## config.mk

```make
export PLATFORM = sky130hd
export DESIGN_NAME = sr_latch_bank
export DESIGN_NICKNAME = d
export VERILOG_FILES = /design/src/rtl/sr_bank_pkg.sv /design/src/rtl/sr_bank_cell.sv /design/src/rtl/sr_latch_bank.sv
export SDC_FILE = /design/constraint.sdc
export NUM_CORES = 1
export LEC_CHECK = 0
export BUFFER_PORTS_ARGS = -buffer_cell sky130_fd_sc_hd__buf_2
export CELL_PAD_IN_SITES_DETAIL_PLACEMENT = 0
export CELL_PAD_IN_SITES_GLOBAL_PLACEMENT = 1
export CORE_UTILIZATION = 37
export CTS_CLUSTER_SIZE = 8
export DETAILED_ROUTE_END_ITERATION = 8
export PLACE_DENSITY_LB_ADDON = 0.25
export RECOVER_POWER = 50
export SLEW_MARGIN = 25
export SYNTH_ARGS = -nofsm -noshare
export SYNTH_HDL_FRONTEND = slang
export SYNTH_HIERARCHICAL = 1
export SYNTH_SLANG_ARGS = --single-unit
export TNS_END_PERCENT = 50
```

## constraint.sdc

```tcl
create_clock -name clk -period 3.6 [get_ports clk]
set_input_delay 0.36 -clock clk [delete_from_list [all_inputs] [get_ports clk]]
set_output_delay 0.36 -clock clk [all_outputs]
set_load 0.05 [all_outputs]
```

## src/rtl/sr_bank_pkg.sv

```systemverilog
// Shared definitions for the clocked SR latch bank: resolution modes and
// the single-channel next-state rule.
package sr_bank_pkg;

    localparam int MODE_RST_DOM = 0;
    localparam int MODE_SET_DOM = 1;
    localparam int MODE_HOLD    = 2;
    localparam int MODE_TOGGLE  = 3;

    // s and r are already decoded to active-high here.
    function automatic logic sr_next(input logic q, input logic s, input logic r,
                                     input int mode);
        logic nq;
        nq = q;
        unique case ({s, r})
            2'b00: nq = q;
            2'b10: nq = 1'b1;
            2'b01: nq = 1'b0;
            2'b11: begin
                case (mode)
                    MODE_RST_DOM: nq = 1'b0;
                    MODE_SET_DOM: nq = 1'b1;
                    MODE_HOLD:    nq = q;
                    default:      nq = ~q;
                endcase
            end
            default: nq = q;
        endcase
        return nq;
    endfunction

endpackage

```

## src/rtl/sr_bank_cell.sv

```systemverilog
// One storage channel: the q flop, its sticky conflict flag, and a flag
// telling the top whether q is about to change.
module sr_cell
    import sr_bank_pkg::*;
#(
    parameter int MODE = MODE_RST_DOM
) (
    input  logic clk,
    input  logic rst,
    input  logic init,
    input  logic sbar,
    input  logic rbar,
    input  logic clr_conflict,
    output logic q,
    output logic conflict,
    output logic differs
);

    logic s;
    logic r;
    logic q_nxt;

    assign s       = ~sbar;
    assign r       = ~rbar;
    assign q_nxt   = sr_next(q, s, r, MODE);
    assign differs = (q_nxt != q);

    always_ff @(posedge clk) begin
        if (rst) begin
            q        <= init;
            conflict <= 1'b0;
        end else begin
            q <= q_nxt;
            // a fresh conflict outranks a clear in the same cycle
            if (s && r)
                conflict <= 1'b1;
            else if (clr_conflict)
                conflict <= 1'b0;
        end
    end

endmodule

```

## src/rtl/sr_latch_bank.sv

```systemverilog
// WIDTH independent clocked SR channels with deterministic conflict
// resolution, sticky conflict flags and a saturating change counter.
module sr_latch_bank
    import sr_bank_pkg::*;
#(
    parameter int               WIDTH = 8,
    parameter int               MODE  = MODE_RST_DOM,
    parameter logic [WIDTH-1:0] INIT  = {WIDTH{1'b0}},
    parameter int               CNT_W = 8
) (
    input  logic             clk,
    input  logic             rst,
    input  logic [WIDTH-1:0] sbar,
    input  logic [WIDTH-1:0] rbar,
    input  logic             clr_conflict,
    input  logic             clr_cnt,
    output logic [WIDTH-1:0] q,
    output logic [WIDTH-1:0] qbar,
    output logic [WIDTH-1:0] conflict,
    output logic [CNT_W-1:0] change_cnt
);

    if (MODE < 0 || MODE > 3) begin : g_bad_mode
        $fatal(1, "sr_latch_bank: MODE must be 0..3");
    end
    if (WIDTH < 1 || WIDTH > 32) begin : g_bad_width
        $fatal(1, "sr_latch_bank: WIDTH must be 1..32");
    end
    if (CNT_W < 2) begin : g_bad_cntw
        $fatal(1, "sr_latch_bank: CNT_W must be at least 2");
    end

    logic [WIDTH-1:0] differs;
    logic             any_change;

    for (genvar i = 0; i < WIDTH; i++) begin : g_cell
        sr_cell #(.MODE(MODE)) u_cell (
            .clk          (clk),
            .rst          (rst),
            .init         (INIT[i]),
            .sbar         (sbar[i]),
            .rbar         (rbar[i]),
            .clr_conflict (clr_conflict),
            .q            (q[i]),
            .conflict     (conflict[i]),
            .differs      (differs[i])
        );
    end

    // qbar is derived, never stored, so it tracks q even through reset
    assign qbar       = ~q;
    assign any_change = |differs;

    always_ff @(posedge clk) begin
        if (rst || clr_cnt)
            change_cnt <= '0;
        else if (any_change && (change_cnt != {CNT_W{1'b1}}))
            change_cnt <= change_cnt + 1'b1;
    end

endmodule

```

==> results.md <==
- Initial antenna violation count: 0
- Final setup violation count: 0
- Startpoint Class: flip-flop
- Most area-hungry cell type in the Yosys netlist: sky130_fd_sc_hd__dfxtp_1
- Met1 wire length: 1260 um
- Fin crit share: 47.0%
- Required @ worst endpoint: 3810 ps
- Avg Vias per Cell: 4.54
- First-pass iteration count of the detailed router: 6
- Worst VDD drop: 0.130 mV
- Number of global-route vias before repair: 953
- Number of synthesized flops with an enable pin: 0
- Final HPWL from detailed placement: 2010 um
- Count of different cell masters after synthesis: 27
- Total length of routed met2 wires: 1230 um
- Headroom to the max-slew limit: 22.3%
- Area occupied by multi-input gates: 793 um^2
- Hold-critical path endpoint: g_cell[7].u_cell/q
- Worst min path class: in -> reg
- Routability congestion estimate from global placement: 0.852
- Seq/Total Area, Yosys: 37.3%
- Highest fanout seen on the critical path: 6
- Maximum count of clock buffers along a single path: 2
- Commonest cells in the netlist: sky130_fd_sc_hd__dfxtp_1 (24), sky130_fd_sc_hd__nand2b_1 (24), sky130_fd_sc_hd__mux2i_1 (11)
- Clock latency at the later pin of the worst-skew pair: 300 ps
- Clock slew seen by the registers of the worst setup and hold paths: 120 ps
- Number of sinks on the clock net: 24
- Achievable Freq: 591 MHz
- CTS tree: done
- Syn. warnings: 6
- Largest net degree at the start of global routing: 26
- DR WL/cell: 10.5 um
- Destination of the worst register-to-register timing path: change_cnt[4]
- Die height: 61.0 um
- FF-to-FF path depth: 5
- Global-route wire length before repair: 4050 um
- Number of nets with antenna violations after detailed routing: 0
- Crit-path slowest cell: sky130_fd_sc_hd__a221oi_2
- Arrival time worst endpoint: 1900 ps
- Count of state elements after synthesis: 24
- Top area cells in the synthesized netlist: sky130_fd_sc_hd__dfxtp_1 (37%), sky130_fd_sc_hd__nand2b_1 (12%), sky130_fd_sc_hd__mux2i_1 (8.5%)
- Number of DRC markers in iteration 0: 29
- Setup CP Type: reg -> reg
- Worst Max-Slew Pin Slew: 1170 ps
- Ys async rst share: 0%
- Endpoints failing hold: 0
- Num ports: 52
- Worst Hold Depth: 3
- Register-to-register path setup slack: 1910 ps
- Number of gates given a new drive strength after cts: 0
- Total gr overflow: 0
- CORE AREA: 3340 um^2
- Synthesized instance count: 146
- Final net count: 229
- Crit Reg-Reg Startpoint: g_cell[1].u_cell/q
- Setup repair after global routing missed its margin: no
- Total setup buffers inserted after CTS: 0
- Initial core utilization: 38.6%
- Post-synthesis average cell area: 8.83 um^2
- Routed wire length on met3: 141 um
- Period minus WS final: 1690 ps
- Clock skew: 1.01 ps
- DRT Wirelength: 2640 um
- Mapped Area: 1290 um^2
- Layout cell share with drive strength beyond 1: 26.2%
- # DRC: 0
- Crit-path max cell delay: 420 ps
- Most used flip-flop cell after synthesis: sky130_fd_sc_hd__dfxtp_1
- Startpoint of the most critical hold path: rbar[7]
- Outcome: completed
- CTS H-tree depth: 1
- Post-synthesis to final-layout area growth: 26.5%
- Highest routed layer: met4
- Power Dens Cells: 354 nW/um^2
- Final-layout setup total negative slack: 0 ps
- Worst slack on hold paths: 325 ps
- Die span in x: 61.0 um
- Count of buffers from port buffering: 51
- Filler cells: 334
- Number of standard-cell rows in the floorplan: 21
- Max-cap viol count: 0
- Via count: 1,145
- Final-report max-slew violation count: 0
- # hold bufs at CTS: 0
- GR Util All Layers: 14.5%
- Final core area utilization: 48.9%
- Series of cell instances along the critical path: mux2i_1, nor4_4, a221oi_2, a211oi_2, a31o_1
- Static Leak: 0.000690 uW
- Cts bufs inserted: 3
- Register area: 480 um^2
- Die area: 3720 um^2
- Area share of the largest cell type after synthesis: 37.3%
- Number of antenna diodes: 0
- CTS Root Buffer Type: sky130_fd_sc_hd__clkbuf_4
- Endpoint class of the critical path: flip-flop
-- cells in the final DEF, fill, tap and decap left out, drive strengths merged, types with 9 or more instances in the layout --
cell	instances
inv	10
or2	9
dfxtp	24
nand2	10
nor2b	9
clkbuf	16
nand2b	24
mux2i	11
buf	38
-- logic make-up after synthesis --
logic type / count (synthesis) / share of synthesized area [%]
buffers and inverters: 11 / 3.20
XOR/XNOR: 3 / 2.04
AND/OR/NAND/NOR: 70 / 32.7
multiplexers: 11 / 8.54
AO/OA/AOI/OAI: 25 / 15.0
flip-flops: 24 / 37.3
other: 1 / 0.291
adder cells (fa/ha/maj): 1 / 0.971
-- power by group --
group | internal (uW) | switching [uW] | total (uW)
combinational | 48.5 | 122 | 170
clock | 39.0 | 75.5 | 115
sequential | 280 | 13.2 | 293
-- area by class of cell --
cell class                      instances  area share [%]
Multi-Input combinational cell        118            48.7
Sequential cell                        24            29.5
Timing Repair Buffer                   51            14.7
Tap cell                               46            3.53
Inverter                               10            2.30
Clock buffer                            3            1.38
-- metrics by stage --
step	cell area [um^2]	setup WS, ps	power (uW)	instances
2_1_floorplan	1320	1740	425	153
3_3_place_gp	1620	1850	469	249
3_5_place_dp	1620	1780	472	249
4_1_cts	1650	1900	590	252
5_1_grt	1630	1800	611	252
6_report	1630	1910	578	252
-- layer usage --
layer / up-vias / global-route usage, %
li1: 606 / -
met1: 501 / 19.1
met2: 36 / 24.2
met3: 2 / 2.73
met4: 0 / 4.87
met5: - / 0
-- how the worst max path moves through the flow --
stage                                   from             to  slack, ps  cells after the start
final                     g_cell[1].u_cell/q  change_cnt[4]       1910                      5
after global routing      g_cell[5].u_cell/q  change_cnt[4]       1800                      5
after global placement               sbar[3]  change_cnt[4]       1850                      7
after CTS                 g_cell[1].u_cell/q  change_cnt[4]       1900                      5
after detailed placement             sbar[5]  change_cnt[4]       1780                      7
after floorplan           g_cell[0].u_cell/q  change_cnt[4]       1740                      5
-- sequential cells by signal, indices dropped and copies added, names as in the netlist --
register                cells
g_cell.u_cell/q             8
change_cnt                  8
g_cell.u_cell/conflict      8
-- critical path, delay by kind of cell (launching register included) --
kind | cells | cell delay (ps)
compound gates | 3 | 750
flops | 1 | 410
mux | 1 | 330
simple gates | 1 | 120
Power figures use the tool's default switching activity.
